$ cat src/rtl/fifo_pkg.sv
// fifo_pkg: shared data width, uart transmitter state encoding and 8N1 frame levels
package fifo_pkg;
  localparam int DEF_DATA_W = 8;
  typedef enum logic [2:0] {IDLE, FETCH, LOAD, START, DATA, STOP} state_t;
  localparam logic START_BIT = 1'b0;
  localparam logic STOP_BIT = 1'b1;
endpackage

$ cat src/rtl/uart_baud_tick.sv
// uart_baud_tick: per-bit cycle counter with synchronous clear and last-cycle tick
module uart_baud_tick #(
  parameter int CLKS_PER_BIT = 16
) (
  input  logic clk,
  input  logic reset,
  input  logic clr,
  output logic tick
);
  localparam int W = $clog2(CLKS_PER_BIT);
  logic [W-1:0] cnt;
  assign tick = cnt == W'(CLKS_PER_BIT - 1);
  always_ff @(posedge clk)
    cnt <= (!reset || clr || tick) ? '0 : cnt + 1'b1;
endmodule

$ cat src/rtl/fifo_uart_tx.sv
// fifo_uart_tx: pops bytes from a registered-read fifo and sends them as 8N1 uart frames
module fifo_uart_tx
  import fifo_pkg::*;
#(
  parameter int DATA_W       = DEF_DATA_W,
  parameter int CLKS_PER_BIT = 16,
  parameter int CNT_W        = 16
) (
  input  logic              clk,
  input  logic              reset,
  input  logic              tx_en,
  input  logic              fifo_empty,
  input  logic [DATA_W-1:0] fifo_dout,
  output logic              fifo_rd_en,
  output logic              tx,
  output logic              busy,
  output logic [CNT_W-1:0]  frames_sent
);
  localparam int BW = DATA_W > 1 ? $clog2(DATA_W) : 1;
  state_t state, nxt;
  logic [DATA_W-1:0] shift;
  logic [BW-1:0] bit_cnt;
  logic tick, go;
  assign go = tx_en && !fifo_empty;
  assign fifo_rd_en = state == FETCH;
  assign busy = state != IDLE;
  uart_baud_tick #(.CLKS_PER_BIT(CLKS_PER_BIT)) u_baud (
    .clk  (clk),
    .reset(reset),
    .clr  (nxt != state),
    .tick (tick)
  );
  always_ff @(posedge clk)
    state <= !reset ? IDLE : nxt;
  always_comb begin
    nxt = state;
    case (state)
      IDLE:    nxt = go ? FETCH : IDLE;
      FETCH:   nxt = LOAD;
      LOAD:    nxt = START;
      START:   nxt = tick ? DATA : START;
      DATA:    nxt = (tick && bit_cnt == BW'(DATA_W - 1)) ? STOP : DATA;
      STOP:    nxt = tick ? (go ? FETCH : IDLE) : STOP;
      default: nxt = IDLE;
    endcase
  end
  always_ff @(posedge clk) begin
    if (!reset) begin
      tx <= STOP_BIT;
      shift <= '0;
      bit_cnt <= '0;
      frames_sent <= '0;
    end else begin
      tx <= state == START ? START_BIT : state == DATA ? shift[0] : STOP_BIT;
      if (state == LOAD) begin
        shift <= fifo_dout;
        bit_cnt <= '0;
      end else if (state == DATA && tick) begin
        shift <= shift >> 1;
        bit_cnt <= bit_cnt + 1'b1;
      end
      if (state == STOP && tick)
        frames_sent <= frames_sent + 1'b1;
    end
  end
endmodule

$ cat config.mk
export PLATFORM = sky130hd
export DESIGN_NAME = fifo_uart_tx
export DESIGN_NICKNAME = d
export VERILOG_FILES = /design/src/rtl/fifo_pkg.sv /design/src/rtl/uart_baud_tick.sv /design/src/rtl/fifo_uart_tx.sv
export SDC_FILE = /design/constraint.sdc
export NUM_CORES = 1
export LEC_CHECK = 0
export ABC_AREA = 1
export BUFFER_PORTS_ARGS = -buffer_cell sky130_fd_sc_hd__buf_4
export CORE_ASPECT_RATIO = 0.75
export CORE_UTILIZATION = 30
export CTS_BUF_LIST = sky130_fd_sc_hd__clkbuf_8 sky130_fd_sc_hd__clkbuf_16
export CTS_CLUSTER_SIZE = 25
export DETAILED_ROUTE_END_ITERATION = 10
export PLACE_DENSITY_LB_ADDON = 0.05
export SLEW_MARGIN = 20
export SYNTH_ARGS = -nofsm -noshare
export SYNTH_HDL_FRONTEND = slang
export SYNTH_SLANG_ARGS = --single-unit
$ cat constraint.sdc
create_clock -name clk -period 3.25 [get_ports clk]
set_input_delay 0.1625 -clock clk [delete_from_list [all_inputs] [get_ports clk]]
set_output_delay 0.1625 -clock clk [all_outputs]
set_load 0.02 [all_outputs]
-- Word level (Yosys, flattened, before mapping)
Index checks and enable logic that the tools add are counted.
- register bits: 35
- word-level logic and storage cells: 39
- add/sub/neg operators: 3
- equality and inequality tests: 8
- muxes and demuxes: 9
- bitwise gates (word level): 1
- reductions and logical operators: 12
- operators with widths (operator ; count):
    3-bit case mux with 6 select lines ; 1
    16-bit by 1-bit adder with 16-bit output, second input constant ; 1
    8-bit two-way mux ; 2
    3-bit equality test, second input constant ; 3
    3-bit by 2-bit equality test with 1-bit output, second input constant ; 2
    3-bit two-way mux ; 2
    4-bit by 1-bit adder with 4-bit output, second input constant ; 1
    4-bit equality test, second input constant ; 1
    1-bit logical AND ; 4
    1-bit two-way mux ; 4
    3-bit by 1-bit adder with 3-bit output, second input constant ; 1
    3-bit by 1-bit equality test with 1-bit output, second input constant ; 1
    3-bit zero test ; 1
    3-bit != test ; 1
    3-bit nonzero test ; 1
    1-bit zero test ; 2
    1-bit logical OR ; 2
    2-bit nonzero test ; 1
    2-bit OR reduction ; 1
    1-bit inverter ; 1

-- Depth between registers and ports, before layout
- depth after elaboration: 8
- depth in mapped cells: 11

-- Modules after synthesis
A second synthesis with hierarchy kept.
- cells, all modules: 236
- area total of the unflattened synthesis: 1717.9 um2
- modules (own cells, without submodules) (module ; instances ; cells an instance ; area each (um2) ; sequential area each (um2)):
    fifo_uart_tx ; 1 ; 216 ; 1547.7 ; 620.6
    uart_baud_tick ; 1 ; 20 ; 170.2 ; 80.1

-- Worst setup path after synthesis
OpenSTA, ideal clock, no wires.
- path kind: reg-to-reg
- start: register frames_sent[0]
- end: register frames_sent[12]
- library setup time: 0.110 ns
- data arrival time: 1.374 ns
- required time: 3.140 ns
- path slack: 1.766 ns
- stages on the path, launching flop included: 11
- buffers on the path: 0
- period minus slack after synthesis: 1.484 ns
- path through: dfxtp_1 > ha_1 > nand2_1 > nor2_1 > nand2_1 > inv_1 > nand2_1 > nor2_1 > nand3_1 > nand2_1 > nor2_1
- cells in the longest elaborated chain, start to end: 1
- RTL lines (what ; line ; source):
    start, declared ; fifo_uart_tx.sv:17 ; output logic [CNT_W-1:0] frames_sent
    start signal, assigned ; fifo_uart_tx.sv:63 ; frames_sent <= frames_sent + 1'b1;
    16-bit by 1-bit adder with 16-bit output ; fifo_uart_tx.sv:63 ;
Every way passes these cells.
A chain may end at the register's enable or synchronous reset.

-- Final worst setup path
- start: register u_baud.cnt[0]
- end: register frames_sent[0]
- cells in the longest elaborated chain, start to end: 2
- RTL lines (what ; line ; source):
    start, declared ; uart_baud_tick.sv:11 ; logic [W-1:0] cnt;
    start signal, assigned ; uart_baud_tick.sv:14 ; cnt <= (!reset || clr || tick) ? '0 : cnt + 1'b1;
    4-bit equality test ; uart_baud_tick.sv:12 ; assign tick = cnt == W'(CLKS_PER_BIT - 1);
    1-bit logical AND ; fifo_uart_tx.sv:62 ; if (state == STOP && tick)
Every way passes these cells.

==> run metrics <==
Sw Pwr 0.216 mW; Initial Util 31.8%; final setup vio count 0; drt wl/cell ~11 um; post-CTS setup buffer count 0; CTS Hold Bufs 0; Max stage delay cell, worst path nor2_2; CTS clk-pin slew, worst paths 0.08 ns; first-pass GRT wire length between 6000 and 7000 um; post_cts resized 0; gpl congestion ~0.74; Final nets 298; fin crit period 1.86 ns; critical path class reg -> reg; post-DP HPWL 2910 um; power density over cell area 435 nW/um^2; CP startpoint kind flop; synth unique cells 30; net count after synthesis ~260; Ys Warns 0; Root Buffer clkbuf_8; Routed WL 3930 um; Clock Path Buffers 2; register bit total from synthesis 35; Synth Instances 248; P_int 0.718 mW; CP Capture Type flop; RSZ-0062 raised after global routing false; Clk pwr share 44.1%; layout cell share with drive strength beyond 1 18.7%; most frequent cells in the layout nand2_1 (70), nor2_1 (37), dfxtp_1 (35); die span in x 89.7 um; Ports 31; WP data arrival 2.03 ns; Comb pwr share approximately 8.0%; DRC 0; GRT Util Overall 14.4%; number of detailed-route iterations in the first pass 4; EDFF count, synth 0; Lkg Pwr 0.895 nW; Area growth syn-to-layout 24.2%; # clock sinks 35; Diodes inserted 0; CP delay by family, top simple AND/OR/NAND/NOR gates; worst skew pair latency ~0.28 ns; H-Tree Depth 2; most common cell after layout, fill and taps aside nand2_1; Num CTS Buffers 5; endpoints failing hold 0; total of max-cap violations 0; initial antenna violation count 0; CP cell instances ha_1, nand3_4, nor2_2, inv_1, o21ai_0, a21oi_1; outcome finished clean; relative slew slack 62.1%; Port Buffers 30; Layout Skew 0.00862 ns; final setup TNS 0 ns; Synth Flop Type dfxtp_1; switch share 23.1%; Die H 67.8 um; fillers around 600; DR vias approximately 1,600; Final Max Tran Viols 0; Seq pwr share 47.9%; register area share after synthesis 40.5%; ys async rst share 0%; vias in the first global route 1,321; number of core rows 23; CTS tree yes; pre-CTS setup slack 1.37 ns; Die Area between 6000 and 7000 um^2; Syn Area/Cell 6.97 um^2; Core ar. 5440 um^2; setup ws final roughly 1.4 ns; Largest stage delay, worst path slightly below 0.5 ns; crit share post-route 57.1%; largest net degree at the start of global routing 19; largest vdd supply drop between 0.0002 and 0.00025 V; Final ANT Viol Nets 0; WP data required 3.42 ns; grt total ovfl 0; number of vias per cell 4.35; HP Class in -> reg; CP max FO 12; DR iter-0 viols 73; fmax 539 MHz; Syn Std Cell Area between 1500 and 2000 um^2; hold slack 0.134 ns; Critical path buffers and inverters 1; Worst Tran Pin Value about 0.57 ns
==> power groups by stage <==
stage	Combinational [mW]	Sequential (mW)	Clock, mW
5_1_grt	0.0852	0.449	0.442
4_1_cts	0.0756	0.447	0.424
2_1_floorplan	0.0497	0.456	0
3_3_place_gp	0.0767	0.457	0
3_5_place_dp	0.0753	0.457	0
6_report	0.0746	0.447	0.412
==> cell families (layout without fill, tap and decap cells) <==
group | Yosys count | after routing | share of synthesized area (%)
buf+inv | 30 | 65 | 6.95
xor+xnor | 3 | 3 | 1.52
fa+ha+maj | 4 | 4 | 2.89
compound gates | 42 | 42 | 13.6
flops | 35 | 35 | 40.5
simple gates | 134 | 134 | 34.5
==> final timing paths <==
| check | start | to | slack [ns] | cells after the start |
|---|---|---|---|---|
| hold reg to reg | u_baud.cnt[0] | u_baud.cnt[0] | 0.45 | 1 |
| setup reg to reg | u_baud.cnt[0] | frames_sent[0] | 1.39 | 6 |
| hold / removal | fifo_dout[7] | shift[7] | 0.13 | 3 |
| setup / recovery | u_baud.cnt[0] | frames_sent[0] | 1.39 | 6 |
==> cell usage after synthesis (all sizes together), types with 2 or more instances <==
| library cell | count | area share, % |
|---|---|---|
| nand2 | 71 | 16 |
| a21oi | 17 | 4.9 |
| xnor2 | 2 | 1.0 |
| dfxtp | 35 | 41 |
| o211ai | 2 | 0.87 |
| clkbuf | 2 | 0.43 |
| nand4 | 2 | 0.72 |
| nor2 | 40 | 9.7 |
| nand3 | 15 | 5.4 |
| o21ai | 15 | 4.6 |
| ha | 4 | 2.9 |
| or2 | 4 | 1.4 |
| a31oi | 6 | 2.2 |
| inv | 26 | 5.6 |
==> sequential cells by signal, indices dropped and copies added (netlist names) <==
signal       count
u_baud.cnt       4
bit_cnt          3
state            3
tx               1
shift            8
frames_sent     16
==> per-stage QoR <==
| step | util [%] | instances | instance area, um^2 | total power, mW |
|---|---|---|---|---|
| 2_1_floorplan | - | 248 | 1730 | 0.505 |
| 3_3_place_gp | 37.3 | 350 | 2030 | 0.534 |
| 3_5_place_dp | 37.3 | 350 | 2030 | 0.533 |
| 4_1_cts | 39.5 | 358 | 2150 | 0.947 |
| 5_1_grt | 39.5 | 358 | 2150 | 0.976 |
| 6_report | 39.5 | 358 | 2150 | 0.934 |
==> tightest hold or removal path, delay by kind of cell <==
family / cells / cell delay (ns)
buffers and inverters: 1 / 0.11
AND/OR/NAND/NOR: 1 / 0.05
AO/OA/AOI/OAI: 1 / 0.05
==> area by class of cell <==
cell class,instances,area (um^2),share of cell area (%)
multi-input cells,183,908,42.3
repair buffers,30,225,10.5
clock buffers,6,82.6,3.85
inverters,27,101,4.72
well taps,75,93.8,4.37
flip-flops and latches,35,701,32.6
clock inverters,2,35.0,1.63
==> layer usage <==
layer	share of wire, %	track usage [%]	vias to the layer above
met1	59	22.8	663
met5	0	0	-
met4	0.69	4.37	0
li1	-	-	864
met3	5.2	4.40	2
met2	35	17.8	30
Note: power is estimated with default switching activity, not from simulation.
